===== src/rtl/ud_ctrl_pkg.sv =====
// Shared state encoding and 7-segment direction glyphs for the up/down sweep controller.
package ud_ctrl_pkg;

  typedef enum logic [1:0] {
    ST_IDLE = 2'd0,
    ST_UP   = 2'd1,
    ST_DOWN = 2'd2,
    ST_DONE = 2'd3
  } state_t;

  localparam logic [6:0] SEG_U     = 7'b0111110;
  localparam logic [6:0] SEG_D     = 7'b1011110;
  localparam logic [6:0] SEG_BLANK = 7'b0000000;

  function automatic logic [6:0] glyph(input state_t s);
    case (s)
      ST_UP:   glyph = SEG_U;
      ST_DOWN: glyph = SEG_D;
      default: glyph = SEG_BLANK;
    endcase
  endfunction

endpackage


===== src/rtl/ud_step_tick.sv =====
// Step divider: tick fires on the STEP_DIV-th enabled cycle, phase restarts whenever clr is high.
module ud_step_tick #(
  parameter int STEP_DIV = 1
) (
  input  logic cp,
  input  logic reset,
  input  logic clr,
  input  logic en,
  output logic tick
);

  localparam logic [7:0] LAST = 8'(STEP_DIV - 1);

  logic [7:0] div;

  assign tick = en && (div == LAST);

  always_ff @(posedge cp) begin
    if (reset || clr) begin
      div <= 8'd0;
    end else if (en) begin
      div <= tick ? 8'd0 : div + 8'd1;
    end
  end

endmodule


===== src/rtl/ud_sweep_ctrl.sv =====
// Up/down sweep controller: single up-sweep or ping-pong between latched bounds,
// with a divided step rate and a registered 7-segment direction glyph.
module ud_sweep_ctrl #(
  parameter int WIDTH    = 4,
  parameter int STEP_DIV = 1
) (
  input  logic             cp,
  input  logic             reset,
  input  logic             start,
  input  logic             stop,
  input  logic             mode,
  input  logic [WIDTH-1:0] lo,
  input  logic [WIDTH-1:0] hi,
  output logic [WIDTH-1:0] cnt,
  output logic             dir,
  output logic             busy,
  output logic             done,
  output logic             err,
  output logic [6:0]       display
);
  import ud_ctrl_pkg::*;

  state_t           state;
  state_t           nxt;
  logic [WIDTH-1:0] lo_q;
  logic [WIDTH-1:0] hi_q;
  logic             mode_q;
  logic [WIDTH-1:0] cnt_inc;
  logic [WIDTH-1:0] cnt_dec;
  logic             running;
  logic             tick;
  logic             accept;
  logic             reject;

  assign running = (state == ST_UP) || (state == ST_DOWN);
  assign cnt_inc = cnt + 1'b1;
  assign cnt_dec = cnt - 1'b1;

  // Divider is held cleared outside UP/DOWN; turnarounds land on a tick, which wraps it to 0.
  ud_step_tick #(
    .STEP_DIV (STEP_DIV)
  ) u_step_tick (
    .cp    (cp),
    .reset (reset),
    .clr   (~running),
    .en    (running),
    .tick  (tick)
  );

  always_comb begin
    nxt    = state;
    accept = 1'b0;
    reject = 1'b0;
    case (state)
      ST_IDLE: begin
        if (start && !stop) begin
          if (lo < hi) begin
            accept = 1'b1;
            nxt    = ST_UP;
          end else begin
            reject = 1'b1;
          end
        end
      end
      ST_UP: begin
        if (stop) begin
          nxt = ST_IDLE;
        end else if (tick && (cnt_inc == hi_q)) begin
          nxt = mode_q ? ST_DOWN : ST_DONE;
        end
      end
      ST_DOWN: begin
        if (stop) begin
          nxt = ST_IDLE;
        end else if (tick && (cnt_dec == lo_q)) begin
          nxt = ST_UP;
        end
      end
      default: nxt = ST_IDLE;
    endcase
  end

  // Outputs are decoded from the next state so they change on the same edge as the state register.
  always_ff @(posedge cp) begin
    if (reset) begin
      state   <= ST_IDLE;
      cnt     <= '0;
      lo_q    <= '0;
      hi_q    <= '0;
      mode_q  <= 1'b0;
      dir     <= 1'b0;
      busy    <= 1'b0;
      done    <= 1'b0;
      err     <= 1'b0;
      display <= SEG_BLANK;
    end else begin
      state   <= nxt;
      dir     <= (nxt == ST_UP);
      busy    <= (nxt == ST_UP) || (nxt == ST_DOWN);
      done    <= (nxt == ST_DONE);
      err     <= reject;
      display <= glyph(nxt);
      if (accept) begin
        lo_q   <= lo;
        hi_q   <= hi;
        mode_q <= mode;
        cnt    <= lo;
      end else if (tick && !stop) begin
        if (state == ST_UP) begin
          cnt <= cnt_inc;
        end else if (state == ST_DOWN) begin
          cnt <= cnt_dec;
        end
      end
    end
  end

endmodule


===== config.mk =====
export PLATFORM = sky130hd
export DESIGN_NAME = ud_sweep_ctrl
export DESIGN_NICKNAME = d
export VERILOG_FILES = /design/src/rtl/ud_ctrl_pkg.sv /design/src/rtl/ud_step_tick.sv /design/src/rtl/ud_sweep_ctrl.sv
export SDC_FILE = /design/constraint.sdc
export NUM_CORES = 1
export LEC_CHECK = 0
export CAP_MARGIN = 15
export CORE_MARGIN = 5
export CORE_UTILIZATION = 57
export CTS_CLUSTER_SIZE = 10
export DETAILED_ROUTE_END_ITERATION = 7
export PLACE_DENSITY_LB_ADDON = 0.2
export SLEW_MARGIN = 10
export SYNTH_ARGS = -nofsm -noshare
export SYNTH_HDL_FRONTEND = slang
export SYNTH_HIERARCHICAL = 1
export SYNTH_SLANG_ARGS = --single-unit

===== constraint.sdc =====
create_clock -name cp -period 5 [get_ports cp]
set_clock_uncertainty 0.15 [all_clocks]
set_input_delay 1 -clock cp [delete_from_list [all_inputs] [get_ports cp]]
set_output_delay 1 -clock cp [all_outputs]
set_load 0.02 [all_outputs]

==> results of run 1 <==
per-layer routing:
| metal | up-vias | GRT usage [%] |
|---|---|---|
| li1 | 699 | - |
| met1 | 638 | 19.3 |
| met2 | 29 | 32.1 |
| met3 | 4 | 4.84 |
| met4 | 0 | 5.28 |
| met5 | - | 0 |
cell usage after synthesis (all sizes together) (2+ instances only):
master  number
dfxtp       28
nand2       25
nor2        19
a21oi       14
ha          14
inv         12
xnor2       11
buf         10
xor2         8
nand4        5
o21ai        5
a211oi       4
a21boi       4
clkbuf       4
nand2b       4
nor2b        4
o211ai       3
mux2i        2
nand3        2
nor3         2
or3          2
or4b         2
flip-flops by register name, summed over array words and instances (netlist names):
signal,flops
cnt,4
hi_q,4
display,3
state,2
mode_q,1
u_step_tick/div,8
lo_q,4
done,1
err,1
worst max-delay path, cell delays in order:
cell and delay [ns]:
clkdlybuf4s50_1 0.48, inv_1 0.04, ha_1 0.26, o21a_1 0.11, nor2_1 0.07, o21bai_2 0.55
o311a_1 0.33, a21oi_1 0.11, ha_1 0.21, nor2b_1 0.12
cell type report:
cell class              instances  area, µm²  area share [%]
inverters                      12       45.0            2.32
well taps                      31       38.8            2.00
clock buffers                   3       22.5            1.16
multi-input cells             144       1010            52.2
flip-flops and latches         28        561            28.9
repair buffers                 26        260            13.4
final timing paths:
| path | depth (start not counted) | to | slack (ns) | start |
|---|---|---|---|---|
| setup / recovery | 10 | display[5] | 1.76 | hi[3] |
| hold / removal | 2 | lo_q[2] | 0.33 | lo_q[2] |
| setup reg to reg | 10 | display[5] | 1.77 | state[0] |
| hold reg to reg | 2 | lo_q[2] | 0.33 | lo_q[2] |
where the power goes:
part           internal, mW  switching (mW)  leakage [nW]  total, mW
Sequential            0.232          0.0110         0.227      0.243
Combinational        0.0563          0.0600         0.488      0.116
Clock                0.0283          0.0637        0.0138     0.0920
metrics by stage:
step                      utilization, %  power (mW)  std cells
final                               69.2       0.451        244
after global routing                69.2       0.475        244
after CTS                           69.2       0.454        244
after detailed placement            68.4       0.364        241
after global placement              68.4       0.361        241
after floorplan                        -       0.332        198
cells by family after synthesis:
logic type,Yosys count,share of synthesized area [%]
xor+xnor,19,9.75
mux,2,1.17
flops,28,32.8
compound gates,39,17.2
simple gates,69,20.8
buf+inv,26,7.77
other cells,1,0.220
fa+ha+maj,14,10.3
==> impl_metrics.csv, run 1 <==
group,metric,value,unit
outcome,status,"finished clean",
routing,wl_met2,1720,µm
placement,portBuffers,26,
clock_network,cts_root_buffer,"clkbuf_4",
synth,syn-instance-count,198,
power_and_ir_drop,p_leak,0.729,nW
routing,wl_per_cell,13.6,µm
clock_network,cts_resized,0,
cells_and_area,fin_nets,242,
sta,relSlewSlack,49.6,%
sta,holdWs,0.326,ns
clock_network,clk_latency,0.33,ns
sta,fin_crit,3.24,ns
routing,drt_iter0_drc,52,
clock_network,clock_sinks,28,
clock_network,cts_buffer_depth,2,
global_route,grt_pass1_wl,5790,µm
setup_path,crit_type,"input port to flop",
global_route,grt_usage,17.4,%
floorplanning,rows,19,
setup_path,required,5.05,ns
power_and_ir_drop,p_per_area,233,mW/mm²
sta,max_freq,0.309,GHz
setup_path,cp.arrival,3.29,ns
sta,post-route-period-util,64.8,%
routing,wl_met3,168,µm
placement,placed_area,0.00192,mm²
floorplanning,dieHeight,64.7,µm
routing,routed_wl,3310,µm
setup_path,critPathLaunchType,"input port",
clock_network,postCtsSetupBuffers,0,
clock_network,path_clk_slew,0.14,ns
clock_network,holdBufCountCts,0,
synth,synth_top_cell_by_area,"dfxtp_1",
routing,ant_nets,0,
min_path,hold_path_class,"flop to flop",
sta,final_hold_viol_count,0,
routing,vias,1370,
synth,synth_top_area_share,32.8,%
routing,drc,0,
routing,wirelength_met1,1390,µm
sta,rsz0062_at_grt,"false",
synth,synth_fp_nets,225,
floorplanning,initial_core_util,60.8,%
power_and_ir_drop,irDropWorstVdd,0.000202,V
placement,gp_congestion,0.826,
sta,setup_tns,0,ns
synth,synth_cell_types,46,
sta,setup_ws,1.76,ns
sta,setup_viol,0,
flow_run,max-cap-violations,0,
setup_path,endpoint_kind,"flop",
synth,syn_avg_cell_area,8.62,µm²
synth,yosysWarnings,6,
routing,maxUsedRoutingLayer,"met4",
cells_and_area,drive_above_1_share,6.57,%
global_route,grt_max_degree,21,
cells_and_area,final_cell_mix,"28 x dfxtp_1, 26 x clkdlybuf4s50_1, 25 x nand2_1",
placement,dp_slack,1.41,ns
routing,via_per_inst,5.61,
sta,worst_pin_slew,0.753,ns
cells_and_area,stdcell_area,0.00194,mm²
sta,maxSlewViolCount,0,
clock_network,cts_tree,"yes",
synth,ys_dominant_reg_cell,"dfxtp_1",
clock_network,cts_inserted_buffers,3,
global_route,overflow,0,
global_route,antenna_found_initial,0,
floorplanning,die_w,64.7,µm
clock_network,htreeDepth,1,
synth,async_reset_ff_share,0,%
placement,dpl.hpwl,2640,µm
cells_and_area,synthToLayoutAreaGrowth,13.7,%
floorplanning,io_pins,28,
floorplanning,core-area,0.00281,mm²
floorplanning,die-area,0.00419,mm²
synth,yosysSeqAreaShare,32.8,%
synth,synth_seq_cells,28,
synth,synthTopCellsByArea,"dfxtp_1 33%, ha_1 10%, xnor2_1 5.6%",
setup_path,cp_max_fo,18,
global_route,grt_pass1_vias,1354,
synth,syn_area,0.00171,mm²
cells_and_area,diodes,0,
routing,dr.pass1.iters,4,
synth,synth_edf_count,0,
cells_and_area,layout.cells.most_common,"dfxtp_1",
cells_and_area,nFillCells,235,
No activity file was read; power rests on OpenSTA's default activity.
==> run 2, diff against run 1 <==
CORE_UTILIZATION = 53   (was 57)
clock period = 3 ns   (was 5 ns; I/O delays follow)
==> impl_metrics.csv, run 2 (same netlist as run 1, synthesis figures left out) <==
group,metric,value,unit
global_route,grt_usage,17.7,%
routing,vias,1423,
setup_path,critPathTopFamily,"simple AND/OR/NAND/NOR gates",
sta,final_hold_viol_count,0,
clock_network,cts_buffer_depth,2,
routing,routed_wl,3660,µm
sta,post-route-period-util,94.3,%
cells_and_area,largest_register_ffs,8,
clock_network,cts_inserted_buffers,3,
setup_path,critPathLaunchType,"flop",
setup_path,cp.arrival,2.91,ns
clock_network,holdBufCountCts,0,
floorplanning,rows,20,
sta,maxSlewViolCount,0,
setup_path,endpoint_kind,"flop",
placement,portBuffers,26,
sta,max_freq,0.353,GHz
floorplanning,die_w,66.7,µm
placement,dpl.hpwl,2880,µm
min_path,hold_path_class,"flop to flop",
sta,setup_viol,0,
setup_path,cpPeakStageDelay,0.52,ns
global_route,grt_max_degree,18,
setup_path,cp_slowest_cell,"or4b_4",
clock_network,clock_sinks,28,
power_and_ir_drop,irDropWorstVdd,0.000253,V
global_route,grt_pass1_wl,6110,µm
global_route,grt_pass1_vias,1388,
floorplanning,io_pins,28,
clock_network,cts_tree,"yes",
global_route,overflow,0,
clock_network,path_clk_slew,0.15,ns
setup_path,crit_top_cell,"ha_1",
routing,wl_per_cell,13.7,µm
cells_and_area,synthToLayoutAreaGrowth,22.1,%
sta,setup_tns,0,ns
power_and_ir_drop,p_leak,0.796,nW
routing,drt_iter0_drc,55,
cells_and_area,final_cell_mix,"28 x dfxtp_1, 26 x clkdlybuf4s50_1, 25 x nand2_1",
setup_path,crit_buf_inv,1,
clock_network,htreeDepth,1,
floorplanning,dieHeight,66.7,µm
routing,via_per_inst,5.31,
placement,gp_congestion,0.788,
setup_path,crit_type,"flop to flop",
setup_path,cp_max_fo,4,
floorplanning,initial_core_util,55.4,%
cells_and_area,layout.cells.most_common,"dfxtp_1",
power_and_ir_drop,p_per_area,386,mW/mm²
floorplanning,core-area,0.00308,mm²
setup_path,cp_cell_sequence,"inv_1 -> ha_1 -> or4b_4 -> nor2_4 -> nand3_2 -> nor3_2 -> mux2i_2 -> a21oi_1 -> ha_1 -> nor2b_1",
flow_run,max-cap-violations,0,
global_route,antenna_found_initial,0,
sta,fin_crit,2.83,ns
cells_and_area,drive_above_1_share,13.4,%
setup_path,required,3.08,ns
clock_network,cts_root_buffer,"clkbuf_4",
cells_and_area,diodes,0,
routing,ant_nets,0,
routing,dr.pass1.iters,4,
routing,drc,0,
outcome,status,"finished clean",
floorplanning,die-area,0.00445,mm²
power_and_ir_drop,finalPower,804,µW
clock_network,clk_latency,0.32,ns
cells_and_area,largest-register,"u_step_tick/div",
cells_and_area,fin_nets,252,
[run 2: cell types whose count changed in the layout (fill, tap and decap cells not counted), sizes merged]
cell / delta
buf: +10
clkbuf: +1
[run 2: power breakdown]
group,switching (mW),internal [mW],leakage [nW]
clock network,0.108,0.0742,0.0210
registers,0.0156,0.387,0.227
logic,0.113,0.106,0.548
[run 2: routing by layer]
layer / global-route usage (%) / vias to the layer above / share of wire, %
met2: 32.3 / 31 / 53
met5: 0 / - / 0
li1: - / 715 / -
met3: 3.20 / 2 / 5.6
met4: 4.57 / 0 / 0.57
met1: 20.9 / 675 / 41
[run 2: tightest hold or removal path, delay by kind of cell, from the launching register on]
| family | cells | cell delay, ns |
|---|---|---|
| flops | 1 | 0.35 |
| simple gates | 1 | 0.05 |
| compound gates | 1 | 0.05 |
[run 2: cell type report]
cell class	instances	area (µm²)
multi-input cells	144	1050
fillers	260	995
flip-flops and latches	28	561
repair buffers	36	335
well taps	44	55.1
inverters	12	45.0
clock buffers	4	36.3
[run 2: worst paths after layout]
| path | from | slack [ns] | endpoint | cells after the start |
|---|---|---|---|---|
| max | state[0] | 0.17 | display[5] | 10 |
| max reg2reg | state[0] | 0.17 | display[5] | 10 |
| min | lo_q[3] | 0.33 | lo_q[3] | 2 |
| min reg2reg | lo_q[3] | 0.33 | lo_q[3] | 2 |
[run 2: stage by stage]
| stage | std cells | instance area [µm²] | utilization (%) | hold slack [ns] | worst slack (ns) |
|---|---|---|---|---|---|
| after floorplan | 198 | 1710 | - | 0.287 | 0.212 |
| final | 268 | 2080 | 67.7 | 0.329 | 0.170 |
| after detailed placement | 261 | 1990 | 64.6 | 0.310 | 0.0156 |
| after global routing | 268 | 2080 | 67.7 | 0.353 | -0.00670 |
| after global placement | 261 | 1990 | 64.6 | 0.304 | 0.0560 |
| after CTS | 266 | 2030 | 66.0 | 0.330 | 0.0193 |
[run 2: repair_timing]
item                       4_1_cts  5_1_grt
gates cloned                     0        0
setup buffers                    1        2
setup endpoints to repair        3        4
gates resized for setup          0        7
pin swaps                        0        1
